`src/rtl/serial_pkg.sv`:
```
// ============================================================================
// Module : serial_pkg
// Brief  : Shared state encoding and defaults for the serial_tx/serial_rx pair.
// Rev    : 1.0
// ============================================================================
`default_nettype none

package serial_pkg;

    localparam int STATE_SIZE          = 3;
    localparam int DEFAULT_CLK_PER_BIT = 100;

    localparam logic [STATE_SIZE-1:0] IDLE       = 3'd0;
    localparam logic [STATE_SIZE-1:0] START_BIT  = 3'd1;
    localparam logic [STATE_SIZE-1:0] DATA       = 3'd2;
    localparam logic [STATE_SIZE-1:0] PARITY_BIT = 3'd3;
    localparam logic [STATE_SIZE-1:0] STOP_BIT   = 3'd4;

endpackage

`default_nettype wire

```
`src/rtl/serial_bit_timer.sv`:
```
// ============================================================================
// Module : serial_bit_timer
// Brief  : Bit-period counter, 0..CLK_PER_BIT-1, held at zero while clear is high.
// Rev    : 1.0
// ============================================================================
`default_nettype none

module serial_bit_timer
    import serial_pkg::*;
#(
    parameter int CLK_PER_BIT = DEFAULT_CLK_PER_BIT,
    parameter int TICK_AT     = CLK_PER_BIT - 1,
    parameter int CTR_SIZE    = $clog2(CLK_PER_BIT)
) (
    input  logic clk,
    input  logic rst,
    input  logic clear,
    output logic tick
);

    logic [CTR_SIZE-1:0] ctr_q;
    logic [CTR_SIZE-1:0] ctr_d;

    always_ff @(posedge clk) begin
        if (!rst) begin
            ctr_q <= '0;
        end else begin
            ctr_q <= ctr_d;
        end
    end

    always_comb begin
        ctr_d = ctr_q + CTR_SIZE'(1);
        if (clear || (ctr_q == CTR_SIZE'(CLK_PER_BIT - 1))) begin
            ctr_d = '0;
        end
    end

    // A receiver can move TICK_AT to mid-bit for sampling; the wrap point is unchanged.
    assign tick = (ctr_q == CTR_SIZE'(TICK_AT));

endmodule

`default_nettype wire

```
`src/rtl/serial_tx.sv`:
```
// ============================================================================
// Module : serial_tx
// Brief  : UART transmitter, 8N1 LSB first, with host-side block input.
//          Define SERIAL_TX_PARITY_EN to insert an even-parity bit (8E1).
// Rev    : 1.0
// ============================================================================
`default_nettype none

module serial_tx
    import serial_pkg::*;
#(
    parameter int CLK_PER_BIT = DEFAULT_CLK_PER_BIT,
    parameter int CTR_SIZE    = $clog2(CLK_PER_BIT)
) (
    input  logic       clk,
    input  logic       rst,
    input  logic       block,
    input  logic [7:0] data,
    input  logic       new_data,
    output logic       tx,
    output logic       busy
);

    logic [STATE_SIZE-1:0] state_q;
    logic [STATE_SIZE-1:0] state_d;
    logic [7:0]            data_q;
    logic [7:0]            data_d;
    logic [2:0]            bit_ctr_q;
    logic [2:0]            bit_ctr_d;
    logic                  block_q;
    logic                  block_d;
    logic                  tx_q;
    logic                  tx_d;
    logic                  bit_tick;

    serial_bit_timer #(
        .CLK_PER_BIT (CLK_PER_BIT),
        .CTR_SIZE    (CTR_SIZE)
    ) u_bit_timer (
        .clk   (clk),
        .rst   (rst),
        .clear (state_q == IDLE),
        .tick  (bit_tick)
    );

    always_ff @(posedge clk) begin
        if (!rst) begin
            state_q   <= IDLE;
            data_q    <= '0;
            bit_ctr_q <= '0;
            block_q   <= 1'b0;
            tx_q      <= 1'b1;
        end else begin
            state_q   <= state_d;
            data_q    <= data_d;
            bit_ctr_q <= bit_ctr_d;
            block_q   <= block_d;
            tx_q      <= tx_d;
        end
    end

    always_comb begin
        state_d   = state_q;
        data_d    = data_q;
        bit_ctr_d = bit_ctr_q;
        block_d   = block;
        case (state_q)
            IDLE: begin
                if (!block_q && new_data) begin
                    state_d   = START_BIT;
                    data_d    = data;
                    bit_ctr_d = 3'd0;
                end
            end
            START_BIT: begin
                if (bit_tick) begin
                    state_d = DATA;
                end
            end
            DATA: begin
                if (bit_tick) begin
                    bit_ctr_d = bit_ctr_q + 3'd1;
                    if (bit_ctr_q == 3'd7) begin
`ifdef SERIAL_TX_PARITY_EN
                        state_d = PARITY_BIT;
`else
                        state_d = STOP_BIT;
`endif
                    end
                end
            end
`ifdef SERIAL_TX_PARITY_EN
            PARITY_BIT: begin
                if (bit_tick) begin
                    state_d = STOP_BIT;
                end
            end
`endif
            STOP_BIT: begin
                if (bit_tick) begin
                    state_d = IDLE;
                end
            end
            default: begin
                state_d = IDLE;
            end
        endcase
    end

    // tx is registered from next-state values so the pin never glitches.
    always_comb begin
        tx_d = 1'b1;
        case (state_d)
            START_BIT:  tx_d = 1'b0;
            DATA:       tx_d = data_d[bit_ctr_d];
            PARITY_BIT: tx_d = ^data_d;
            default:    tx_d = 1'b1;
        endcase
        busy = (state_q == IDLE) ? block_q : 1'b1;
    end

    assign tx = tx_q;

endmodule

`default_nettype wire
```
`config.mk`:
```
export PLATFORM = sky130hd
export DESIGN_NAME = serial_tx
export DESIGN_NICKNAME = d
export VERILOG_FILES = /design/src/rtl/serial_pkg.sv /design/src/rtl/serial_bit_timer.sv /design/src/rtl/serial_tx.sv
export SDC_FILE = /design/constraint.sdc
export NUM_CORES = 1
export LEC_CHECK = 0
export BUFFER_PORTS_ARGS = -buffer_cell sky130_fd_sc_hd__buf_2
export CORE_AREA = 2 2 51 53
export CTS_BUF_LIST = sky130_fd_sc_hd__clkbuf_8
export DETAILED_ROUTE_END_ITERATION = 8
export DIE_AREA = 0 0 53 55
export PLACE_DENSITY = 0.83
export SYNTH_ARGS = -nofsm -noshare
export SYNTH_HDL_FRONTEND = slang
export SYNTH_HIERARCHICAL = 1
export SYNTH_SLANG_ARGS = --single-unit
export TNS_END_PERCENT = 20
```
`constraint.sdc`:
```
create_clock -name clk -period 2.4 [get_ports clk]
set_clock_uncertainty 0.15 [all_clocks]
set_input_delay 0.12 -clock clk [delete_from_list [all_inputs] [get_ports clk]]
set_output_delay 0.12 -clock clk [all_outputs]
set_load 0.02 [all_outputs]
```
# After elaboration in Yosys (flattened, before gate mapping)
# Index checks and enable logic that the tools add are counted.
# Widths: inputs -> output; s select.
# totals
register_bits	23
input_bits	12
output_inout_bits	2
wordCells	39
# classes
addsub	2
magnitude_cmp	1
eq_ne	8
muxes	15
bitwise_logic	1
reduce_logical	6
# ops
operator	count
$mux 3	7
$mux 8	2
$pmux 3 s4	1
$eq 3x2->1 const B	3
$reduce_xor 8->1	1
$add 7x1->7 const B	1
$eq 7x7->1 const B	1
$eq 3x1->1 const B	2
$eq 3x3->1 const B	2
$pmux 3 s2	1
$lt 3x4->1 const B	1
$add 3x1->3 const B	1
$bmux 1 s3	1
$logic_not 3->1	1
$pmux 1 s3	1
$mux 1	2
$reduce_or 2->1	1
$logic_and 1x1->1	1
$logic_not 1->1	1
$logic_or 1x1->1	1
$not 1->1	1

# Longest topological paths before layout
# Gate-level depths: netlist of run 1.
# depth
word_depth	7
depth_mapped	10
ltp_nobuf	9

# Cells and area by module
# Netlist of run 1, hierarchy kept.
# modules_own_cells
mod	instances	cells_per_inst	area_per_inst_um2	seq_area_each_um2
serial_tx	1	107	875.8	320.3
serial_bit_timer	1	34	312.8	140.1

# Worst setup path before layout of run 1
# Ideal clock, no wire load.
# synth_timing
path_type	flip-flop to flip-flop
start	register u_bit_timer.ctr_q[0]
end	register tx_q, in the netlist tx
setup_ns	0.129
arrival_time_ns	2.072
required_ns	2.121
path_slack_ns	0.049
stages_incl_launch_ff	10
path_buffers	0
synth_period_minus_slack_ns	2.351
cell_sequence	dfxtp_1 -> ha_1 -> nand4bb_2 -> nor2_1 -> nand2_1 -> o21a_1 -> a2111o_1 -> a32o_1 -> a211oi_1 -> a211oi_2
# synth_via
elab_chain_len	6
word_cells_on_any_way	13
cone_classes	4 x eq/ne; 9 x mux
# synth_rtl
element	line	source
from (decl)	serial_bit_timer.sv:21	logic [CTR_SIZE-1:0] ctr_q;
from (signal assigned)	serial_bit_timer.sv:28	ctr_q <= ctr_d;
$eq 7x7->1 *	serial_bit_timer.sv:40	assign tick = (ctr_q == CTR_SIZE'(TICK_AT));
named net bit_tick	serial_tx.sv:34	logic bit_tick;
$mux 3	serial_tx.sv:81	if (bit_tick) begin
$pmux 3 s2	serial_tx.sv:67	case (state_q)
$bmux 1 s3	serial_tx.sv:115	DATA: tx_d = data_d[bit_ctr_d];
$mux 1 (not written as such)	serial_tx.sv:115	
$pmux 1 s3 *	serial_tx.sv:113	case (state_d)
to (signal assigned)	serial_tx.sv:58	tx_q <= tx_d;
to (decl)	serial_tx.sv:32	logic tx_q;
# The timed path passes the listed nets; every way through them passes the cells marked *. The select of a mux whose other input is x is not followed.
# A chain may end at the register's enable or synchronous reset.

# Final worst setup path of run 1
# layout_timing
start	register u_bit_timer.ctr_q[1]
end	register tx_q, in the netlist tx
# Same word-level chain as after synthesis.

==> results.yml, run 1 <==
synth:
  synthesis.instances: 141
  ys_async_sr_fraction_pct: 0
  seq_area_frac_synth_pct: 38.7
  synth_warnings: 6
  synth_edf_count: 0
  ys_ff_latch: 23
  synthDistinctLibCells: 44
  syn_nets: 156
  synth.avg_cell_area_sq_um: 8.43
  syn_area_sq_um: 1190
  synth-main-ff-cell: "dfxtp_1"
layout:
  utilization_pct: 64.2
  multiInputGateArea_sq_um: 727
  seq_area_sq_um: 463
  fill_cells: 186
  layout-drive-gt1-share_pct: 24.6
  final_cell_mix: "nand2_1 (27), dfxtp_1 (21), buf_2 (13)"
  final_nets: 187
  synthToLayoutAreaGrowth_pct: 27.7
  final_common_cell: "nand2_1"
  instances_no_fill: 201
  antenna_cells: 0
drt:
  drc_errors: 0
  drt-wirelength-per-cell_microns: 14.2
  wl_mm: 2.85
  drtIter0Drc: 38
  vias: 1120
  firstDrtPassIters: 4
  avgViaCountPerCell: 5.57
  final_antenna_net_count: 0
critical_path:
  start_kind: "flop"
  cp_data_required_time_ns: 2.39
  reg2reg_slack_ns: 0.06
  cpPeakStageDelay_ns: 0.37
  critical_path_buf_inv_count: 0
  worstPathArrival_ns: 2.33
  crit_chain: "ha_4 -> nand4bb_4 -> nor2_4 -> nand2_2 -> o21a_1 -> a2111o_1 -> a32o_2 -> a211oi_4 -> a211oi_2"
  slowest_stage: "dfxtp_2"
  cp-end-kind: "flop"
  worstPathMaxFanout: 3
  worst-setup-path-type: "flop to flop"
  path_delay_family: "compound AO/OA/AOI/OAI gates"
sta:
  setup_viol: 0
  max_clock_freq_ghz: 0.427
  drv_slew: 0
  worst_pin_slew_ns: 0.445
  hold_viol_final: 0
  tns_ns: 0
  min_period_ns: 2.34
  slew_headroom_pct: 70.0
  period_share_pct: 97.6
pwr:
  finalPower_mw: 0.732
  powerDensity_nw_per_um2: 483
  p_leak_nw: 0.561
  vdd_drop_max_mv: 0.367
clock_network:
  clk_latency_ns: 0.26
  h-tree-depth: 1
  cts_sinks: 23
  cts_setup_buffers: 0
  tritoncts: "yes"
  clk_pin_slew_ns: 0.08
  numCtsBuffers: 3
  clk_path_buf_depth: 2
  cts_root_buf: "clkbuf_8"
place:
  gp_congestion: 0.877
  placed_cells: 188
  numPortBuffers: 13
  hpwl_mm: 1.89
die:
  die_area_sq_um: 2920
  pin_count: 14
  rows: 18
  chipWidth_microns: 53
  coreArea_sq_um: 2360
  die_y_microns: 55
  start_util_pct: 50.3
grt:
  grtUsageTotal_pct: 21.0
  antenna_found_initial: 0
  grt_first_pass_wirelength_mm: 4.43
  grt_pass1_vias: 1029
  grt_max_degree: 16
  overflow: 0
flow_run:
  maxCapViolations: 0
outcome:
  status: "complete, no violations"
worst_hold_path:
  holdCritPathClass: "input port to flop"
-- final timing paths --
check	from	end	depth (start not counted)
setup / recovery	u_bit_timer/ctr_q[1]$_SDFF_PP0_	tx$_SDFF_PN1_	9
setup reg to reg	u_bit_timer/ctr_q[1]$_SDFF_PP0_	tx$_SDFF_PN1_	9
hold / removal	rst	data_q[2]$_SDFF_PN0_	2
hold reg to reg	data_q[2]$_SDFF_PN0_	data_q[2]$_SDFF_PN0_	2
-- stage by stage --
step	area (sq um)	hold slack, ns	setup WS, ns
after global placement	1330	0.178	0.145
after CTS	1470	0.0799	0.0405
after detailed placement	1330	0.186	0.0383
after floorplan	1190	0.0973	0.0492
final	1520	0.0836	0.0578
after global routing	1520	0.0930	-0.00216
-- final cells by class --
| class | count | share of cell area (%) |
|---|---|---|
| Multi-Input combinational cell | 107 | 47.9 |
| Sequential cell | 23 | 30.5 |
| Timing Repair Buffer | 30 | 14.4 |
| Clock buffer | 3 | 2.72 |
| Tap cell | 30 | 2.47 |
| Inverter | 7 | 1.73 |
| Clock inverter | 1 | 0.247 |
-- cell usage after synthesis, types with 2 or more instances --
| master | n | area, sq um |
|---|---|---|
| nand2_1 | 28 | 105 |
| dfxtp_1 | 23 | 460 |
| nor2_1 | 10 | 37.5 |
| a21boi_0 | 8 | 60.1 |
| inv_1 | 7 | 26.3 |
| nand2b_1 | 7 | 43.8 |
| o21ai_0 | 5 | 25.0 |
| and2_1 | 4 | 25.0 |
| a21oi_1 | 3 | 15.0 |
| clkbuf_1 | 3 | 11.3 |
| ha_1 | 3 | 37.5 |
| a211oi_1 | 2 | 15.0 |
| mux2_2 | 2 | 22.5 |
| nor2b_1 | 2 | 12.5 |
| nor3_1 | 2 | 10.0 |
| o22ai_1 | 2 | 12.5 |
| or3_1 | 2 | 12.5 |
| xor2_1 | 2 | 17.5 |
-- flip-flops by register name (all words and copies together), names as in the netlist --
register,cells
data_q,8
u_bit_timer/ctr_q,7
bit_ctr_q,3
state_q,3
block_q,1
tx,1
-- cell families (layout without fill, tap and decap cells) --
logic type / count (synthesis) / in the layout / share of synthesized area, %
flops: 23 / 23 / 38.7
compound gates: 33 / 33 / 21.3
simple gates: 65 / 65 / 27.8
buf+inv: 11 / 41 / 4.11
fa+ha+maj: 3 / 3 / 3.16
mux: 3 / 3 / 2.74
xor+xnor: 3 / 3 / 2.21
-- metal layers --
layer	vias up	track usage (%)	wire length, microns	share of wire (%)
li1	548	-	-	-
met1	520	24.4	1150	40
met2	43	37.7	1500	53
met3	9	3.23	128	4.5
met4	0	10.7	71	2.5
met5	-	0	0	0
-- where the power goes --
part	switching, mW	internal [mW]	total [mW]
registers	0.00886	0.394	0.403
logic	0.0468	0.0459	0.0927
clock network	0.122	0.114	0.237
-- what timing repair did --
action / CTS / global route
pin swaps: 0 / 2
endpoints found under the hold margin: 9 / 0
hold buffers: 9 / 0
endpoints found under the setup margin: 1 / 1
gates resized for setup: 1 / 11
Note: power is estimated with default switching activity, not from simulation.
==> inputs of run 2 (changes only) <==
Settings changed: PLACE_DENSITY 0.83 to not set, PLACE_DENSITY_LB_ADDON set to 0.05.
==> run 2 against run 1 <==
  * Final cell count is 0.50% higher
  * Non-clock buffer count is 1 higher
  * Flip-flop and latch count stayed put
  * Largest power group unchanged
  * Maximum frequency is 2.6% higher
  * Register-to-register slack better by 0.06 ns
  * Via count down 5.2%
  * Largest cell class unchanged
  * Power is 1.8% lower
  * Cell area shrank 2.3%
  * Core utilization fell by 1.5 points
  * Count of clock-buffer cells in the layout is the same
==> results.yml, run 2 (synthesis results as in run 1) <==
grt:
  grt_pass1_vias: 986
  grtUsageTotal_pct: 18.9
  overflow: 0
  antenna_found_initial: 0
  grt_first_pass_wirelength_mm: 4.04
  grt_max_degree: 16
critical_path:
  cpPeakStageDelay_ns: 0.38
  crit_top_cell: "a211oi_2"
  reg2reg_slack_ns: 0.12
  worst-setup-path-type: "flop to flop"
  crit_chain: "ha_2 -> nand4bb_2 -> nor2_2 -> nand2_1 -> o21a_1 -> a2111o_1 -> a32o_1 -> a211oi_2 -> a211oi_2"
  reg2reg_depth: 9
  r2r-end: "tx$_SDFF_PN1_"
  worstPathMaxFanout: 3
  worstPathArrival_ns: 2.27
  reg2reg_from: "u_bit_timer/ctr_q[0]$_SDFF_PP0_"
  cp_data_required_time_ns: 2.38
  cp-end-kind: "flop"
  critical_path_buf_inv_count: 0
  path_delay_family: "compound AO/OA/AOI/OAI gates"
  startpoint: "u_bit_timer/ctr_q[0]$_SDFF_PP0_"
  start_kind: "flop"
  slowest_stage: "a2111o_1"
layout:
  largest_reg_flops: 8
  antenna_cells: 0
  final_common_cell: "nand2_1"
  layout-drive-gt1-share_pct: 23.3
  reg_top3: "data_q (8), u_bit_timer/ctr_q (7)"
  final_nets: 188
  synthToLayoutAreaGrowth_pct: 24.7
  final_cell_mix: "nand2_1 (28), dfxtp_1 (22), buf_2 (13)"
  final_area_sq_um: 1480
  fill_cells: 235
  top_register: "data_q"
worst_hold_path:
  hold_depth: 2
  hp-start: "rst"
  holdPathEnd: "data_q[5]$_SDFF_PN0_"
  holdCritPathClass: "input port to flop"
sta:
  grt_setup_unrepaired: "no"
  worst_pin_slew_ns: 0.610
  setup_viol: 0
  hold_viol_final: 0
  setup_slack_ns: 0.116
  tns_ns: 0
  drv_slew: 0
  min_period_ns: 2.28
  slew_headroom_pct: 58.9
  max_clock_freq_ghz: 0.438
  period_share_pct: 95.2
drt:
  vias: 1062
  firstDrtPassIters: 4
  drtIter0Drc: 11
  wl_mm: 2.51
  drt-wirelength-per-cell_microns: 12.4
  final_antenna_net_count: 0
  avgViaCountPerCell: 5.26
  drc_errors: 0
pwr:
  vdd_drop_max_mv: 0.404
  powerDensity_nw_per_um2: 485
  finalPower_mw: 0.719
  p_leak_nw: 0.560
clock_network:
  clk_pin_slew_ns: 0.08
  cts_root_buf: "clkbuf_8"
  h-tree-depth: 1
  clk_path_buf_depth: 2
  numCtsBuffers: 3
  tritoncts: "yes"
  cts_sinks: 23
  clk_latency_ns: 0.26
die:
  die_y_microns: 55
  coreArea_sq_um: 2360
  rows: 18
  pin_count: 14
  chipWidth_microns: 53
  start_util_pct: 50.3
  die_area_sq_um: 2920
place:
  gp_congestion: 0.781
  numPortBuffers: 13
  hpwl_mm: 1.84
  place_area_sq_um: 1330
  place_ws_ns: 0.0428
outcome:
  status: "complete, no violations"
flow_run:
  maxCapViolations: 0
-- run 2: how the worst max path moves through the flow --
stage / endpoint / slack [ns] / cells past startpoint
2_1_floorplan: tx$_SDFF_PN1_ / 0.05 / 9
3_3_place_gp: tx$_SDFF_PN1_ / 0.14 / 9
3_5_place_dp: tx$_SDFF_PN1_ / 0.04 / 9
4_1_cts: tx$_SDFF_PN1_ / 0.01 / 9
5_1_grt: tx$_SDFF_PN1_ / 0.003 / 9
6_report: tx$_SDFF_PN1_ / 0.12 / 9
-- run 2: what timing repair did --
action | in CTS | in global routing
hold endpoints to repair | 9 | 0
buffers inserted | 0 | 1
hold buffers | 9 | 0
endpoints found under the setup margin | 0 | 1
gates resized for setup | 0 | 4
-- run 2: worst reg2reg max path, cell delays in order, from the launching register on --
cell and delay [ns]:
dfxtp_1 0.35, ha_2 0.20, nand4bb_2 0.14, nor2_2 0.12
nand2_1 0.09, o21a_1 0.14, a2111o_1 0.38, a32o_1 0.26
a211oi_2 0.24, a211oi_2 0.10
-- run 2: per-layer routing --
metal  track usage (%)  routed length [microns]  vias up
li1                  -                        -      553
met3              2.42                       38        2
met5                 0                        0        -
met4              7.69                       13        0
met2              34.4                     1290        9
met1              22.7                     1170      498
-- run 2: final cells by class --
cell class	count	area (sq um)	share of cell area, %
Multi-Input combinational cell	107	689	46.5
Inverter	7	26.3	1.77
Clock buffer	3	41.3	2.78
Timing Repair Buffer	31	223	15.0
Clock inverter	1	3.75	0.253
Tap cell	30	37.5	2.53
Sequential cell	23	462	31.1
-- run 2: metrics by stage --
stage | hold WS [ns] | util (%) | cells
after global placement | 0.191 | 56.2 | 188
after floorplan | 0.0973 | - | 141
final | 0.0782 | 62.7 | 202
after CTS | 0.0778 | 61.9 | 201
after global routing | 0.0891 | 62.7 | 202
after detailed placement | 0.191 | 56.2 | 188
-- run 2: where the power goes --
group / total [mW] / leakage, nW / internal [mW] / switching, mW
logic: 0.0896 / 0.345 / 0.0450 / 0.0446
clock network: 0.228 / 0.0269 / 0.114 / 0.114
registers: 0.402 / 0.188 / 0.394 / 0.00767
==> inputs of run 3 (changes only) <==
Settings changed: ABC_AREA set to 1.
==> run 3 against run 2 <==
  * Clock power rose by 4%
  * Core utilization fell by 3.2 points
  * Synthesized cell count rose by 23%
  * Highest routed layer unchanged
  * Hold slack got worse by 0.045 ns
  * Final cell count rose by 11%
  * Cell area fell by 5.1%
  * Via count rose by 0.94%
  * Synthesized area rose by 1.2%
  * Critical endpoint unchanged
==> results.yml, run 3 <==
outcome:
  status: "complete, no violations"
clock_network:
  tritoncts: "yes"
  h-tree-depth: 1
  numCtsBuffers: 3
  cts_root_buf: "clkbuf_8"
  cts_resized: 0
  clk_latency_ns: 0.26
  clk_pin_slew_ns: 0.08
  cts_sinks: 23
  clk_path_buf_depth: 2
die:
  chipWidth_microns: 53
  die_area_sq_um: 2920
  coreArea_sq_um: 2360
  pin_count: 14
  die_y_microns: 55
  rows: 18
  start_util_pct: 50.8
drt:
  firstDrtPassIters: 4
  final_antenna_net_count: 0
  avgViaCountPerCell: 4.76
  wl_mm: 2.43
  vias: 1072
  drt-wirelength-per-cell_microns: 10.8
  drtIter0Drc: 11
  drc_errors: 0
synth:
  synthesis.instances: 173
  ys_ff_latch: 23
  synth-main-ff-cell: "dfxtp_1"
  seq_area_frac_synth_pct: 38.3
  syn_nets: 188
  syn_area_sq_um: 1200
  synthDistinctLibCells: 23
  synth_top_area_share_pct: 38.3
  synth_area_leader_cell: "dfxtp_1"
  synthTopCellsByCount: "nand2_1 (47), inv_1 (25), dfxtp_1 (23)"
  ys_async_sr_fraction_pct: 0
  synth_edf_count: 0
  synth.most_common_cell: "nand2_1"
  synth.avg_cell_area_sq_um: 6.95
  synthTopCellsByArea: "dfxtp_1 (38%), nand2_1 (15%), inv_1 (7.8%)"
  synth_warnings: 6
layout:
  fill_cells: 240
  top_register: "data_q"
  final_cell_mix: "nand2_1 (47), inv_1 (25), dfxtp_1 (23)"
  largest_reg_flops: 8
  seq_area_sq_um: 460
  antenna_cells: 0
  final_nets: 211
  synthToLayoutAreaGrowth_pct: 17.0
  utilization_pct: 59.5
  multiInputGateArea_sq_um: 622
  layout-drive-gt1-share_pct: 19.5
  reg_top3: "data_q (8), u_bit_timer/ctr_q (7)"
  final_common_cell: "nand2_1"
  instances_no_fill: 225
pwr:
  vdd_drop_max_mv: 0.300
  powerDensity_nw_per_um2: 522
  p_leak_nw: 0.655
worst_hold_path:
  hp-start: "data[3]"
  holdPathEnd: "data_q[3]$_SDFF_PN0_"
  hold_depth: 3
  holdCritPathClass: "input port to flop"
grt:
  grt_pass1_vias: 1021
  grt.met1_usage_pct: 19.3
  gr-max-usage-layer: "met2"
  grtUsageMet3_pct: 3.23
  overflow: 0
  grtUsageTotal_pct: 19.0
  grtUsageMet2_pct: 37.7
  antenna_found_initial: 0
  grt_max_degree: 16
  grt_first_pass_wirelength_mm: 3.94
sta:
  period_share_pct: 86.8
  max_clock_freq_ghz: 0.480
  grt_setup_unrepaired: "no"
  slew_headroom_pct: 70.1
  hold-worst-slack_ns: 0.0334
  setup_viol: 0
  tns_ns: 0
  drv_slew: 0
  worst_pin_slew_ns: 0.448
  hold_viol_final: 0
  min_period_ns: 2.08
place:
  gp_congestion: 0.929
  numPortBuffers: 13
  hpwl_mm: 1.89
  placed_cells: 214
critical_path:
  reg2reg_depth: 15
  r2r-end: "tx$_SDFF_PN1_"
  worstPathArrival_ns: 2.14
  start_kind: "flop"
  worst-setup-path-type: "flop to flop"
  worstPathMaxFanout: 7
  reg2reg_slack_ns: 0.32
  reg2reg_from: "u_bit_timer/ctr_q[0]$_SDFF_PP0_"
  cp-end-kind: "flop"
  cp_data_required_time_ns: 2.45
flow_run:
  maxCapViolations: 0
## run 3: changes by cell type in the layout (fill, tap and decap cells not counted), sizes merged, moves of 4 or more
cell    before  now
nand2       28   56
inv          8   28
nor2        10   23
nand3        2   14
buf         22   13
a21boi       8    0
a21oi        4   11
nand2b       7    0
and2         4    0
## run 3: cells by family (layout without fill, tap and decap cells)
| group | after synthesis | after routing | share of synthesized area [%] |
|---|---|---|---|
| flip-flops | 23 | 23 | 38.3 |
| AO/OA/AOI/OAI | 20 | 20 | 10.3 |
| multiplexers | 1 | 1 | 0.832 |
| AND/OR/NAND/NOR | 94 | 94 | 36.0 |
| XOR/XNOR | 2 | 2 | 1.46 |
| buffers and inverters | 30 | 52 | 9.99 |
| adder cells (fa/ha/maj) | 3 | 3 | 3.12 |
## run 3: final cells by class
| class | instances | area share (%) |
|---|---|---|
| Multi-Input combinational cell | 120 | 44.2 |
| Sequential cell | 23 | 32.7 |
| Timing Repair Buffer | 20 | 9.61 |
| Inverter | 28 | 7.47 |
| Clock buffer | 3 | 2.94 |
| Tap cell | 30 | 2.67 |
| Clock inverter | 1 | 0.356 |
## run 3: how the worst max path moves through the flow
stage	endpoint	slack [ns]	start	cells after the start
finish	tx$_SDFF_PN1_	0.32	u_bit_timer/ctr_q[0]$_SDFF_PP0_	15
global route	tx$_SDFF_PN1_	0.09	u_bit_timer/ctr_q[0]$_SDFF_PP0_	15
CTS	tx$_SDFF_PN1_	0.31	u_bit_timer/ctr_q[0]$_SDFF_PP0_	15
detailed placement	tx$_SDFF_PN1_	0.34	u_bit_timer/ctr_q[0]$_SDFF_PP0_	15
global placement	tx$_SDFF_PN1_	0.42	u_bit_timer/ctr_q[0]$_SDFF_PP0_	15
floorplan	tx$_SDFF_PN1_	0.54	u_bit_timer/ctr_q[0]$_SDFF_PP0_	16
## run 3: repair_timing
| item | 4_1_cts | 5_1_grt |
|---|---|---|
| setup buffers | 0 | 0 |
| hold buffers | 7 | 0 |
| hold endpoints to repair | 6 | 0 |
| setup endpoints to repair | 0 | 0 |
## run 3: per-layer routing
layer  wire (microns)  part of all wire (%)
met5                0                     0
met1             1070                    44
met2             1280                    53
met3               34                   1.4
met4               48                   2.0
## run 3: report_power, final
group	leakage [nW]	switching (mW)	internal, mW
sequential	0.187	0.00651	0.395
combinational	0.442	0.0577	0.0390
clock	0.0255	0.121	0.116
total	0.655	0.185	0.549
## run 3: worst max-delay path: stages, from the launching register on
cell     delay [ns]
dfxtp_1        0.38
ha_1           0.23
inv_1          0.08
nor2_1         0.11
nand3_2        0.09
inv_1          0.19
nand2_1        0.08
nand2_1        0.11
nor2_4         0.04
a21oi_2        0.19
nand2_1        0.07
nand3_1        0.07
nand2_1        0.05
nand2_1        0.06
nand3_1        0.07
nand2_1        0.06
## run 3: through the flow
step / setup slack (ns) / cell area, sq um / power, mW
detailed placement: 0.338 / 1290 / 0.499
global placement: 0.418 / 1290 / 0.497
finish: 0.317 / 1410 / 0.734
CTS: 0.306 / 1410 / 0.743
global route: 0.0904 / 1410 / 0.773
floorplan: 0.544 / 1200 / 0.475
